## config.mk

```make
export PLATFORM = sky130hd
export DESIGN_NAME = digit_entry
export DESIGN_NICKNAME = d
export VERILOG_FILES = /design/src/rtl/digit_entry.sv
export SDC_FILE = /design/constraint.sdc
export NUM_CORES = 1
export LEC_CHECK = 0
export ABC_AREA = 1
export BUFFER_PORTS_ARGS = -buffer_cell sky130_fd_sc_hd__clkbuf_2
export CAP_MARGIN = 30
export CORE_ASPECT_RATIO = 1.25
export CORE_MARGIN = 2
export CORE_UTILIZATION = 63
export CTS_CLUSTER_SIZE = 20
export DETAILED_ROUTE_END_ITERATION = 6
export PLACE_DENSITY = 0.84
export SLEW_MARGIN = 20
export SYNTH_ARGS = -nofsm -noshare
export SYNTH_HDL_FRONTEND = slang
export SYNTH_SLANG_ARGS = --single-unit
```

## constraint.sdc

```tcl
create_clock -name CLK -period 3.2 [get_ports CLK]
set_clock_uncertainty 0.1 [all_clocks]
set_input_delay 0.48 -clock CLK [delete_from_list [all_inputs] [get_ports CLK]]
set_output_delay 0.48 -clock CLK [all_outputs]
set_load 0.005 [all_outputs]
```

## src/rtl/digit_entry.sv

```systemverilog
// rtl/digit_entry.sv - debounced three-digit entry with submit/lock/clear for the answer-check stage.
// Optional macro SUBMIT_TIMEOUT_EN: auto-clear after LOCK_CYCLES cycles in LOCKED.
module digit_entry #(
  parameter int DB_CYCLES   = 16,
  parameter int MAX_DIGIT   = 9,
  parameter int LOCK_CYCLES = 1024
) (
  input  logic       CLK,
  input  logic       RST,
  input  logic       BTN1,
  input  logic       BTN2,
  input  logic       BTN3,
  input  logic       BTN_ENTER,
  input  logic       BTN_CLR,
  output logic [3:0] DISP1,
  output logic [3:0] DISP2,
  output logic [3:0] DISP3,
  output logic [3:0] COUNT1_OUT,
  output logic [3:0] COUNT2_OUT,
  output logic [3:0] COUNT3_OUT,
  output logic       LOCKED,
  output logic       SUBMIT_PULSE
);

  localparam int              CW      = $clog2(DB_CYCLES + 1);
  localparam logic [CW-1:0]   DB_LIM  = CW'(DB_CYCLES);
  localparam logic [3:0]      DIG_MAX = 4'(MAX_DIGIT);

  typedef enum logic {ST_ENTRY, ST_LOCKED} state_t;

  // Button index map: 0..2 digits, 3 enter, 4 clear.
  logic [4:0]    raw_d;
  logic [4:0]    sync1_q, sync2_q, db_q, db_prev_q, press_q;
  logic [CW-1:0] cnt_q [5];

  assign raw_d = {BTN_CLR, BTN_ENTER, BTN3, BTN2, BTN1};

  always_ff @(posedge CLK) begin
    if (!RST) begin
      sync1_q   <= '0;
      sync2_q   <= '0;
      db_q      <= '0;
      db_prev_q <= '0;
      press_q   <= '0;
      for (int i = 0; i < 5; i++) cnt_q[i] <= '0;
    end else begin
      sync1_q   <= raw_d;
      sync2_q   <= sync1_q;
      db_prev_q <= db_q;
      press_q   <= db_q & ~db_prev_q;
      for (int i = 0; i < 5; i++) begin
        if (sync2_q[i] == db_q[i]) begin
          cnt_q[i] <= '0;
        end else if (cnt_q[i] == DB_LIM) begin
          db_q[i]  <= ~db_q[i];
          cnt_q[i] <= '0;
        end else begin
          cnt_q[i] <= cnt_q[i] + 1'b1;
        end
      end
    end
  end

  state_t     state_q;
  logic [3:0] disp_q  [3];
  logic [3:0] count_q [3];
  logic       locked_q, submit_q;
  logic       timeout_hit_d, clr_ev_d, enter_ev_d, any_nz_d;
  logic [2:0] dig_ev_d;

`ifdef SUBMIT_TIMEOUT_EN
  localparam int            TW      = $clog2(LOCK_CYCLES + 1);
  localparam logic [TW-1:0] TMO_LIM = TW'(LOCK_CYCLES - 1);
  logic [TW-1:0] tmo_q;

  // Counter is held at zero outside LOCKED, so it starts fresh on every entry.
  always_ff @(posedge CLK) begin
    if (!RST || state_q != ST_LOCKED) tmo_q <= '0;
    else                              tmo_q <= tmo_q + 1'b1;
  end

  assign timeout_hit_d = (state_q == ST_LOCKED) && (tmo_q == TMO_LIM);
`else
  assign timeout_hit_d = 1'b0;
`endif

  assign dig_ev_d   = press_q[2:0];
  assign enter_ev_d = press_q[3];
  assign clr_ev_d   = press_q[4] | timeout_hit_d;
  assign any_nz_d   = (disp_q[0] != 4'd0) || (disp_q[1] != 4'd0) || (disp_q[2] != 4'd0);

  always_ff @(posedge CLK) begin
    if (!RST) begin
      state_q  <= ST_ENTRY;
      locked_q <= 1'b0;
      submit_q <= 1'b0;
      for (int i = 0; i < 3; i++) begin
        disp_q[i]  <= 4'd0;
        count_q[i] <= 4'd0;
      end
    end else begin
      submit_q <= 1'b0;
      if (clr_ev_d) begin
        state_q  <= ST_ENTRY;
        locked_q <= 1'b0;
        for (int i = 0; i < 3; i++) begin
          disp_q[i]  <= 4'd0;
          count_q[i] <= 4'd0;
        end
      end else if (state_q == ST_ENTRY) begin
        // A submit freezes the pre-increment digits and drops same-cycle digit presses.
        if (enter_ev_d && any_nz_d) begin
          for (int i = 0; i < 3; i++) count_q[i] <= disp_q[i];
          submit_q <= 1'b1;
          locked_q <= 1'b1;
          state_q  <= ST_LOCKED;
        end else begin
          for (int i = 0; i < 3; i++) begin
            if (dig_ev_d[i]) disp_q[i] <= (disp_q[i] == DIG_MAX) ? 4'd0 : disp_q[i] + 4'd1;
          end
        end
      end
    end
  end

  assign DISP1        = disp_q[0];
  assign DISP2        = disp_q[1];
  assign DISP3        = disp_q[2];
  assign COUNT1_OUT   = count_q[0];
  assign COUNT2_OUT   = count_q[1];
  assign COUNT3_OUT   = count_q[2];
  assign LOCKED       = locked_q;
  assign SUBMIT_PULSE = submit_q;

endmodule

```

==> impl_metrics.env, run 1 <==
export IMPL_ctsHoldBuffers=0
export IMPL_synth_most_common_cell="nor2_1"
export IMPL_cts_tree="built"
export IMPL_holdWs_ps=211.8
export IMPL_htreeDepth=3
export IMPL_die_x_um=69.68
export IMPL_fp_dieH_um=86.10
export IMPL_numCtsBuffers=9
export IMPL_peakVddDrop_mv=0.3969
export IMPL_rows=29
export IMPL_numPlacedInstances=449
export IMPL_grt_overflow=0
export IMPL_crit_fanout=15
export IMPL_synth_main_ff_cell="edfxtp_1"
export IMPL_routedWlPerCell_um=11.17
export IMPL_drive_gt1_share_pct=16.87
export IMPL_num_vias=2205
export IMPL_root_buffer="clkbuf_8"
export IMPL_power_mw=1.848
export IMPL_hold_path_class="primary input to register"
export IMPL_syn_avg_cell_area_um2=10.17
export IMPL_initial_core_util_pct=65.93
export IMPL_drt_wl_total_um=5192
export IMPL_ys_types=22
export IMPL_post_cts_repair_setup_buffers=0
export IMPL_yosys_area_top_type="edfxtp_1"
export IMPL_grt_max_degree=26
export IMPL_drc=0
export IMPL_cp_required_ps=3100
export IMPL_place_detailed_hpwl_um=4009
export IMPL_ys_warn_count=0
export IMPL_ctsLongestPathBuffers=2
export IMPL_hold_viol_final=0
export IMPL_worst_pin_slew_ps=559.0
export IMPL_yosysTopAreaCellShare_pct=43.31
export IMPL_post_route_min_period_ps=2246
export IMPL_p_leak_nw=1.829
export IMPL_crit_type="register to register"
export IMPL_antenna_found_initial=0
export IMPL_grt_pass1_vias=2226
export IMPL_relSlewSlack_pct=62.34
export IMPL_final_instance_count_excl_fill=465
export IMPL_clkSinkCount=77
export IMPL_syn2layout_area_growth_pct=13.74
export IMPL_critPathLaunchType="register"
export IMPL_synth_seq_cells=77
export IMPL_clkTransAtPathRegs_ps=70
export IMPL_gp_congestion=0.7536
export IMPL_gr_usage_met2_pct=36.45
export IMPL_drt_initial_drc_count=73
export IMPL_io_pins=33
export IMPL_worstPathArrival_ps=2140
export IMPL_antenna_left=0
export IMPL_synth_edf_count=49
export IMPL_drt_pass1_iterations=6
export IMPL_fin_util_pct=74.99
export IMPL_cts_resized=0
export IMPL_viasPerCell=4.742
export IMPL_setup_viol=0
export IMPL_async_flop_share_pct=0
export IMPL_fin_nets=424
export IMPL_met3_usage_pct=4.465
export IMPL_max_freq_mhz=445.2
export IMPL_slew_violations=0
export IMPL_status="finished, final reports clean"
export IMPL_grt_setup_unrepaired="no"
export IMPL_synthTopCellsByArea="edfxtp_1 43%, dfxtp_1 17%, ha_1 7.0%"
export IMPL_timing_final_crit_share_pct=70.19
export IMPL_p_per_area_nw_per_um2=478.3
export IMPL_core_area_um2=5152
export IMPL_grt_use_total_pct=20.10
export IMPL_final_setup_tns_ps=0
export IMPL_met1_usage_pct=21.56
export IMPL_clkLatencyLatePin_ps=350
export IMPL_antenna_cells=0
export IMPL_maxCapViolCount=0
export IMPL_portBuffers=32
export IMPL_grt_busiest_layer="met2"
export IMPL_grt_pass1_wl_um=9384
export IMPL_die_area_um2=5999
export IMPL_mappedNetlistArea_um2=3397
export IMPL_synth_commonest_cells="61 x nor2_1, 56 x inv_1, 49 x edfxtp_1, 37 x nand2_1, 28 x dfxtp_1"
export IMPL_endpoint_kind="register"
export IMPL_synthCells=334
export IMPL_ys_seq_area_share_pct=59.82
## sequential cells by signal (all words and copies together) (netlist names)
signal / count
sync1_q: 5
state_q: 1
press_q: 5
sync2_q: 5
SUBMIT_PULSE: 1
cnt_q: 25
db_prev_q: 5
count_q: 12
LOCKED: 1
disp_q: 12
db_q: 5
## worst paths after layout
check,endpoint,slack [ps],from,cells after the start
min,sync1_q[1],210,BTN2,3
min reg2reg,press_q[1],280,db_prev_q[1],1
max,count_q[0][7],950,disp_q[0][8],9
max reg2reg,count_q[0][7],950,disp_q[0][8],9
## cell families (layout without fill, tap and decap cells)
family          after synthesis  in the layout  share of synthesized area (%)
compound gates               17             17                          2.873
xor+xnor                     19             19                          4.899
fa+ha+maj                    19             19                          6.998
buf+inv                      63            108                          7.182
flops                        77             77                          59.82
other cells                   1             25                         0.1104
simple gates                138            138                          18.12
## report_power, final
part           internal [mW]  switching, mW
clock network          0.272          0.326
logic                 0.0447         0.0735
registers               1.10         0.0328
total                   1.42          0.433
## final cells by class
| type | instances | area (µm²) |
|---|---|---|
| sequential | 77 | 2032 |
| inverter | 60 | 225.2 |
| tap | 62 | 77.57 |
| clock inverter | 6 | 30.03 |
| fill | 372 | 1289 |
| timing repair buffer | 32 | 160.2 |
| multi-input combinational | 218 | 1211 |
| clock buffer | 10 | 127.6 |
## critical path, stage by stage (launching register included)
cell      delay [ps]
edfxtp_1         480
inv_1            130
ha_1             170
nand2_1           50
nor2_1           120
nand2_2           80
nand2_4           90
nor2_2            50
nand2_2          250
nand2_1          380
## placed cells by master (no fill, tap or decap), drive strengths merged
| cell | count |
|---|---|
| a21oi | 5 |
| clkbuf | 42 |
| clkinv | 5 |
| clkinvlp | 1 |
| conb | 25 |
| dfxtp | 28 |
| edfxtp | 49 |
| ha | 19 |
| inv | 60 |
| nand2 | 45 |
| nand3 | 14 |
| nand4 | 1 |
| nor2 | 70 |
| nor3 | 8 |
| o211ai | 3 |
| o21ai | 9 |
| xnor2 | 5 |
| xor2 | 14 |
## per-layer routing
metal	vias to the layer above	wire, µm	part of all wire [%]
met5	-	0	0
met4	0	145	2.8
met3	11	193	3.7
met2	44	2716	52
met1	1001	2136	41
li1	1149	-	-
## metrics by stage
stage / worst slack [ps] / area (µm²)
global route: 777.5 / 3864
detailed placement: 876.3 / 3706
CTS: 938.1 / 3864
finish: 953.8 / 3864
floorplan: 1214 / 3487
global placement: 952.3 / 3706
Note: power is estimated with default switching activity, not from simulation.
==> inputs of run 2 (changes only) <==
- CORE_UTILIZATION: 63 -> 58
- PLACE_DENSITY: 0.84 -> 0.78
- clock period: 3.2 -> 2.1 ns (I/O delays scaled with it)
==> impl_metrics.env, run 2 (synthesis gave the netlist of run 1 again) <==
export IMPL_cp_buffers_inverters=2
export IMPL_rrSetupSlack_ps=130
export IMPL_core_area_um2=5741
export IMPL_holdWs_ps=48.00
export IMPL_final_common_cell="nor2_1"
export IMPL_io_pins=33
export IMPL_grt_setup_unrepaired="no"
export IMPL_gp_congestion=0.8307
export IMPL_cp_required_ps=2060
export IMPL_setup_viol=0
export IMPL_path_cells="inv_1 -> ha_1 -> nand2_1 -> nor2_1 -> nand2_2 -> nand2_4 -> nand2_1 -> o21ai_1 -> buf_4"
export IMPL_grt_overflow=0
export IMPL_largest_reg_flops=25
export IMPL_crit_fanout=5
export IMPL_status="finished, final reports clean"
export IMPL_clkLatencyLatePin_ps=340
export IMPL_antenna_found_initial=0
export IMPL_initial_core_util_pct=59.18
export IMPL_place_detailed_hpwl_um=3753
export IMPL_p_per_area_nw_per_um2=803.3
export IMPL_ctsHoldBuffers=0
export IMPL_ctsLongestPathBuffers=2
export IMPL_grt_max_degree=25
export IMPL_clkTransAtPathRegs_ps=80
export IMPL_crit_top_cell="nand2_1"
export IMPL_top_regs="cnt_q (25), count_q (12), disp_q (12)"
export IMPL_max_stage_delay_ps=420
export IMPL_fp_dieH_um=89.57
export IMPL_portBuffers=32
export IMPL_slew_violations=0
export IMPL_hold_path_end="sync1_q[2]"
export IMPL_endpoint_kind="register"
export IMPL_path_delay_family="simple AND/OR/NAND/NOR gates"
export IMPL_crit_type="register to register"
export IMPL_routedWlPerCell_um=10.72
export IMPL_final_cell_mix="61 x nor2_1, 56 x inv_1, 49 x edfxtp_1, 37 x nand2_1, 32 x clkbuf_2"
export IMPL_syn2layout_area_growth_pct=18.01
export IMPL_timing_final_crit_share_pct=94.00
export IMPL_hold_path_class="primary input to register"
export IMPL_grt_pass1_vias=2129
export IMPL_die_area_um2=6489
export IMPL_clkSinkCount=77
export IMPL_design_area_um2=4009
export IMPL_fin_util_pct=69.83
export IMPL_place_area_um2=3764
export IMPL_netSwitchingPower_mw=0.6861
export IMPL_internal_power_mw=2.534
export IMPL_drt_pass1_iterations=4
export IMPL_critPathLaunchType="register"
export IMPL_numCtsBuffers=9
export IMPL_num_vias=2242
export IMPL_p_leak_nw=1.899
export IMPL_grt_use_total_pct=17.87
export IMPL_antenna_left=0
export IMPL_hp_start="BTN3"
export IMPL_rows=31
export IMPL_power_frac_clock_pct=40.6
export IMPL_power_frac_comb_pct=6.1
export IMPL_swShare_pct=21.31
export IMPL_top_register="cnt_q"
export IMPL_cts_tree="built"
export IMPL_drt_initial_drc_count=96
export IMPL_wl_met1_um=2055
export IMPL_antenna_cells=0
export IMPL_drc=0
export IMPL_maxCapViolCount=0
export IMPL_viasPerCell=4.700
export IMPL_post_route_min_period_ps=1974
export IMPL_hold_viol_final=0
export IMPL_final_setup_tns_ps=0
export IMPL_drive_gt1_share_pct=18.98
export IMPL_reg2regPathDepth=9
export IMPL_top_layer="met4"
export IMPL_htreeDepth=3
export IMPL_wl_met3_um=197
export IMPL_die_x_um=72.45
export IMPL_critical_path_slowest_cell="edfxtp_1"
export IMPL_grt_pass1_wl_um=8714
export IMPL_max_freq_mhz=506.6
export IMPL_timing_rr_end="disp_q[0][0]"
export IMPL_peakVddDrop_mv=0.6907
export IMPL_hold_path_depth=3
export IMPL_r2r_start="disp_q[0][9]"
export IMPL_worstPathArrival_ps=1940
export IMPL_wl_met2_um=2721
export IMPL_fin_nets=432
export IMPL_root_buffer="clkbuf_8"
export IMPL_power_frac_seq_pct=53.4
export IMPL_drt_wl_total_um=5113
-- run 2: repair_timing --
item,in CTS,in global routing
resized for setup,0,1
setup endpoints to repair,0,16
buffers inserted,0,1
-- run 2: layout make-up --
cell class,instances,area (µm²)
Multi-Input combinational cell,218,1211
Inverter,60,225.2
Clock inverter,7,113.9
Clock buffer,9,123.9
Fill cell,425,1732
Sequential cell,77,2032
Timing Repair Buffer,40,220.2
Tap cell,66,82.58
-- run 2: how the worst max path moves through the flow --
stage                  from             to  slack [ps]  cells past startpoint
2_1_floorplan  disp_q[0][4]  count_q[0][0]         110                     10
3_3_place_gp   disp_q[0][9]   disp_q[0][2]         210                      9
3_5_place_dp   disp_q[0][9]   disp_q[0][3]         100                      9
4_1_cts        disp_q[0][9]   disp_q[0][0]          20                      9
5_1_grt        disp_q[0][1]  count_q[0][5]           8                     10
6_report       disp_q[0][9]   disp_q[0][0]         130                      9
-- run 2: layer usage --
layer | global-route usage, % | vias to the layer above
met3 | 3.269 | 14
met5 | 0 | -
li1 | - | 1164
met4 | 12.46 | 0
met1 | 18.28 | 1018
met2 | 32.78 | 46
-- run 2: worst reg2reg max path, stage by stage (launching register included) --
cell      delay [ps]
edfxtp_1         420
inv_1            140
ha_1             190
nand2_1           70
nor2_1           160
nand2_2           90
nand2_4          100
nand2_1           80
o21ai_1          190
buf_4            170
-- run 2: power by group through the flow --
| stage | logic [mW] | clock network (mW) | registers, mW |
|---|---|---|---|
| 3_3_place_gp | 0.186 | 0 | 1.75 |
| 5_1_grt | 0.227 | 1.39 | 1.73 |
| 2_1_floorplan | 0.121 | 0 | 1.75 |
| 3_5_place_dp | 0.192 | 0 | 1.75 |
| 4_1_cts | 0.194 | 1.33 | 1.72 |
| 6_report | 0.195 | 1.31 | 1.72 |
-- run 2: stage by stage --
| step | setup slack, ps | cells | total power, mW |
|---|---|---|---|
| CTS | 23.03 | 476 | 3.248 |
| finish | 126.1 | 477 | 3.220 |
| floorplan | 113.8 | 358 | 1.871 |
| detailed placement | 103.5 | 460 | 1.946 |
| global route | 8.194 | 477 | 3.348 |
| global placement | 212.8 | 460 | 1.936 |
==> inputs of run 3 (changes only) <==
- ABC_AREA: 1 -> unset
- CORE_UTILIZATION: 58 -> 59
- PLACE_DENSITY: 0.78 -> 0.79
==> impl_metrics.env, run 3 <==
export IMPL_status="finished, final reports clean"
export IMPL_die_area_um2=6543
export IMPL_io_pins=33
export IMPL_fin_util_pct=72.62
export IMPL_synth_commonest_cells="49 x edfxtp_1, 28 x dfxtp_1, 23 x inv_1, 22 x nor2_1, 20 x and2_1"
export IMPL_ys_types=36
export IMPL_synth_edf_count=49
export IMPL_timing_final_crit_share_pct=97.23
export IMPL_place_area_um2=3894
export IMPL_hold_viol_final=0
export IMPL_routedWlPerCell_um=12.86
export IMPL_place_detailed_hpwl_um=4048
export IMPL_synthTopCellsByArea="edfxtp_1 42%, dfxtp_1 16%, ha_1 6.8%"
export IMPL_worst_path_stages=7
export IMPL_final_cell_mix="49 x edfxtp_1, 32 x clkbuf_2, 28 x dfxtp_1, 25 x conb_1, 23 x inv_1"
export IMPL_antenna_left=0
export IMPL_drt_initial_drc_count=90
export IMPL_fp_dieH_um=89.94
export IMPL_path_cells="inv_1 -> ha_1 -> nor4b_4 -> buf_4 -> a31oi_4 -> o21ai_0 -> buf_4"
export IMPL_setup_viol=0
export IMPL_yosysTopAreaCellShare_pct=42.21
export IMPL_crit_top_cell="buf_4"
export IMPL_reg2regPathDepth=7
export IMPL_syn_avg_cell_area_um2=12.19
export IMPL_final_common_cell="edfxtp_1"
export IMPL_crit_type="register to register"
export IMPL_syn2layout_area_growth_pct=19.60
export IMPL_top_register="cnt_q"
export IMPL_htreeDepth=3
export IMPL_hold_path_class="primary input to register"
export IMPL_gp_congestion=0.7622
export IMPL_clkLatencyLatePin_ps=350
export IMPL_path_delay_family="buffers and inverters"
export IMPL_cp_buffers_inverters=3
export IMPL_drt_wl_total_um=5582
export IMPL_initial_core_util_pct=60.72
export IMPL_max_freq_mhz=489.8
export IMPL_rrSetupSlack_ps=60
export IMPL_maxCapViolCount=0
export IMPL_drc=0
export IMPL_viasPerCell=5.028
export IMPL_root_buffer="clkbuf_8"
export IMPL_num_vias=2182
export IMPL_final_setup_tns_ps=0
export IMPL_rows=31
export IMPL_worstPathArrival_ps=2020
export IMPL_yosys_area_top_type="edfxtp_1"
export IMPL_critical_path_slowest_cell="edfxtp_1"
export IMPL_critPathLaunchType="register"
export IMPL_ys_seq_area_share_pct=58.29
export IMPL_post_route_min_period_ps=2042
export IMPL_ys_warn_count=0
export IMPL_cp_required_ps=2070
export IMPL_numCtsBuffers=9
export IMPL_mappedNetlistArea_um2=3486
export IMPL_drive_gt1_share_pct=22.01
export IMPL_fin_nets=389
export IMPL_synth_seq_cells=77
export IMPL_grt_use_total_pct=18.63
export IMPL_cts_tree="built"
export IMPL_ctsLongestPathBuffers=2
export IMPL_grt_pass1_vias=2167
export IMPL_p_per_area_nw_per_um2=736.2
export IMPL_portBuffers=32
export IMPL_largest_reg_flops=25
export IMPL_clkTransAtPathRegs_ps=80
export IMPL_design_area_um2=4169
export IMPL_async_flop_share_pct=0
export IMPL_antenna_found_initial=0
export IMPL_drt_pass1_iterations=4
export IMPL_ctsHoldBuffers=0
export IMPL_grt_max_degree=30
export IMPL_max_stage_delay_ps=430
export IMPL_holdWs_ps=68.53
export IMPL_hold_path_depth=2
export IMPL_synthCells=286
export IMPL_peakVddDrop_mv=0.5722
export IMPL_die_x_um=72.75
export IMPL_clkSinkCount=77
export IMPL_antenna_cells=0
export IMPL_crit_fanout=6
export IMPL_slew_violations=0
export IMPL_core_area_um2=5741
export IMPL_synth_most_common_cell="edfxtp_1"
export IMPL_grt_overflow=0
export IMPL_p_leak_nw=1.794
export IMPL_synth_main_ff_cell="edfxtp_1"
export IMPL_grt_pass1_wl_um=9363
export IMPL_endpoint_kind="register"
export IMPL_power_mw=3.069
export IMPL_top_regs="cnt_q (25), count_q (12), disp_q (12)"
[run 3: cell types whose count changed after synthesis, moves of 5 or more]
cell,change
a21oi_1,-5
and2_1,+20
inv_1,-33
mux2i_1,+5
nand2_1,-25
nand2_2,-6
nand3b_1,+6
nor2_1,-39
nor2_2,-9
nor2b_1,+10
nor3_2,+9
o21ai_0,-6
[run 3: stage by stage]
stage / cells / setup WS (ps)
CTS: 429 / 41.47
global placement: 413 / 118.5
finish: 434 / 58.17
detailed placement: 413 / 57.15
floorplan: 310 / 12.82
global route: 434 / -59.60
[run 3: timing repair]
| item | in CTS | in global routing |
|---|---|---|
| gates resized for setup | 0 | 3 |
| setup endpoints to repair | 0 | 22 |
| buffers inserted | 0 | 4 |
[run 3: final timing paths]
path | to | from
max | disp_q[0][11] | disp_q[0][1]
min | sync1_q[0] | BTN1
max reg2reg | disp_q[0][11] | disp_q[0][1]
min reg2reg | press_q[3] | db_prev_q[3]
[run 3: power by group]
| part | internal [mW] | total [mW] | switching (mW) | leakage [nW] |
|---|---|---|---|---|
| Sequential | 1.66 | 1.69 | 0.0380 | 0.734 |
| Combinational | 0.0807 | 0.175 | 0.0947 | 0.954 |
| Clock | 0.662 | 1.20 | 0.536 | 0.107 |
| Total | 2.40 | 3.07 | 0.669 | 1.79 |
[run 3: logic make-up (layout without fill, tap and decap cells)]
| logic type | Yosys count | after routing | synth area share, % |
|---|---|---|---|
| XOR/XNOR | 26 | 26 | 6.533 |
| buffers and inverters | 30 | 87 | 3.517 |
| AO/OA/AOI/OAI | 9 | 10 | 2.118 |
| multiplexers | 5 | 5 | 1.436 |
| adder cells (fa/ha/maj) | 19 | 19 | 6.820 |
| other | 1 | 25 | 0.1076 |
| flip-flops | 77 | 77 | 58.29 |
| AND/OR/NAND/NOR | 119 | 119 | 21.18 |
[run 3: per-layer routing]
layer	share of wire [%]	GRT usage, %	wire, µm	vias up
li1	-	-	-	1107
met1	41	21.08	2295	1013
met2	52	31.36	2898	49
met3	4.0	5.045	222	13
met4	3.0	9.722	166	0
met5	0	0	0	-
[run 3: cell type report]
class | instances | area (µm²)
repair buffers | 48 | 284.0
clock buffers | 9 | 123.9
multi-input cells | 204 | 1470
clock inverters | 7 | 90.09
flip-flops and latches | 77 | 2032
fillers | 408 | 1572
well taps | 66 | 82.58
inverters | 23 | 86.33
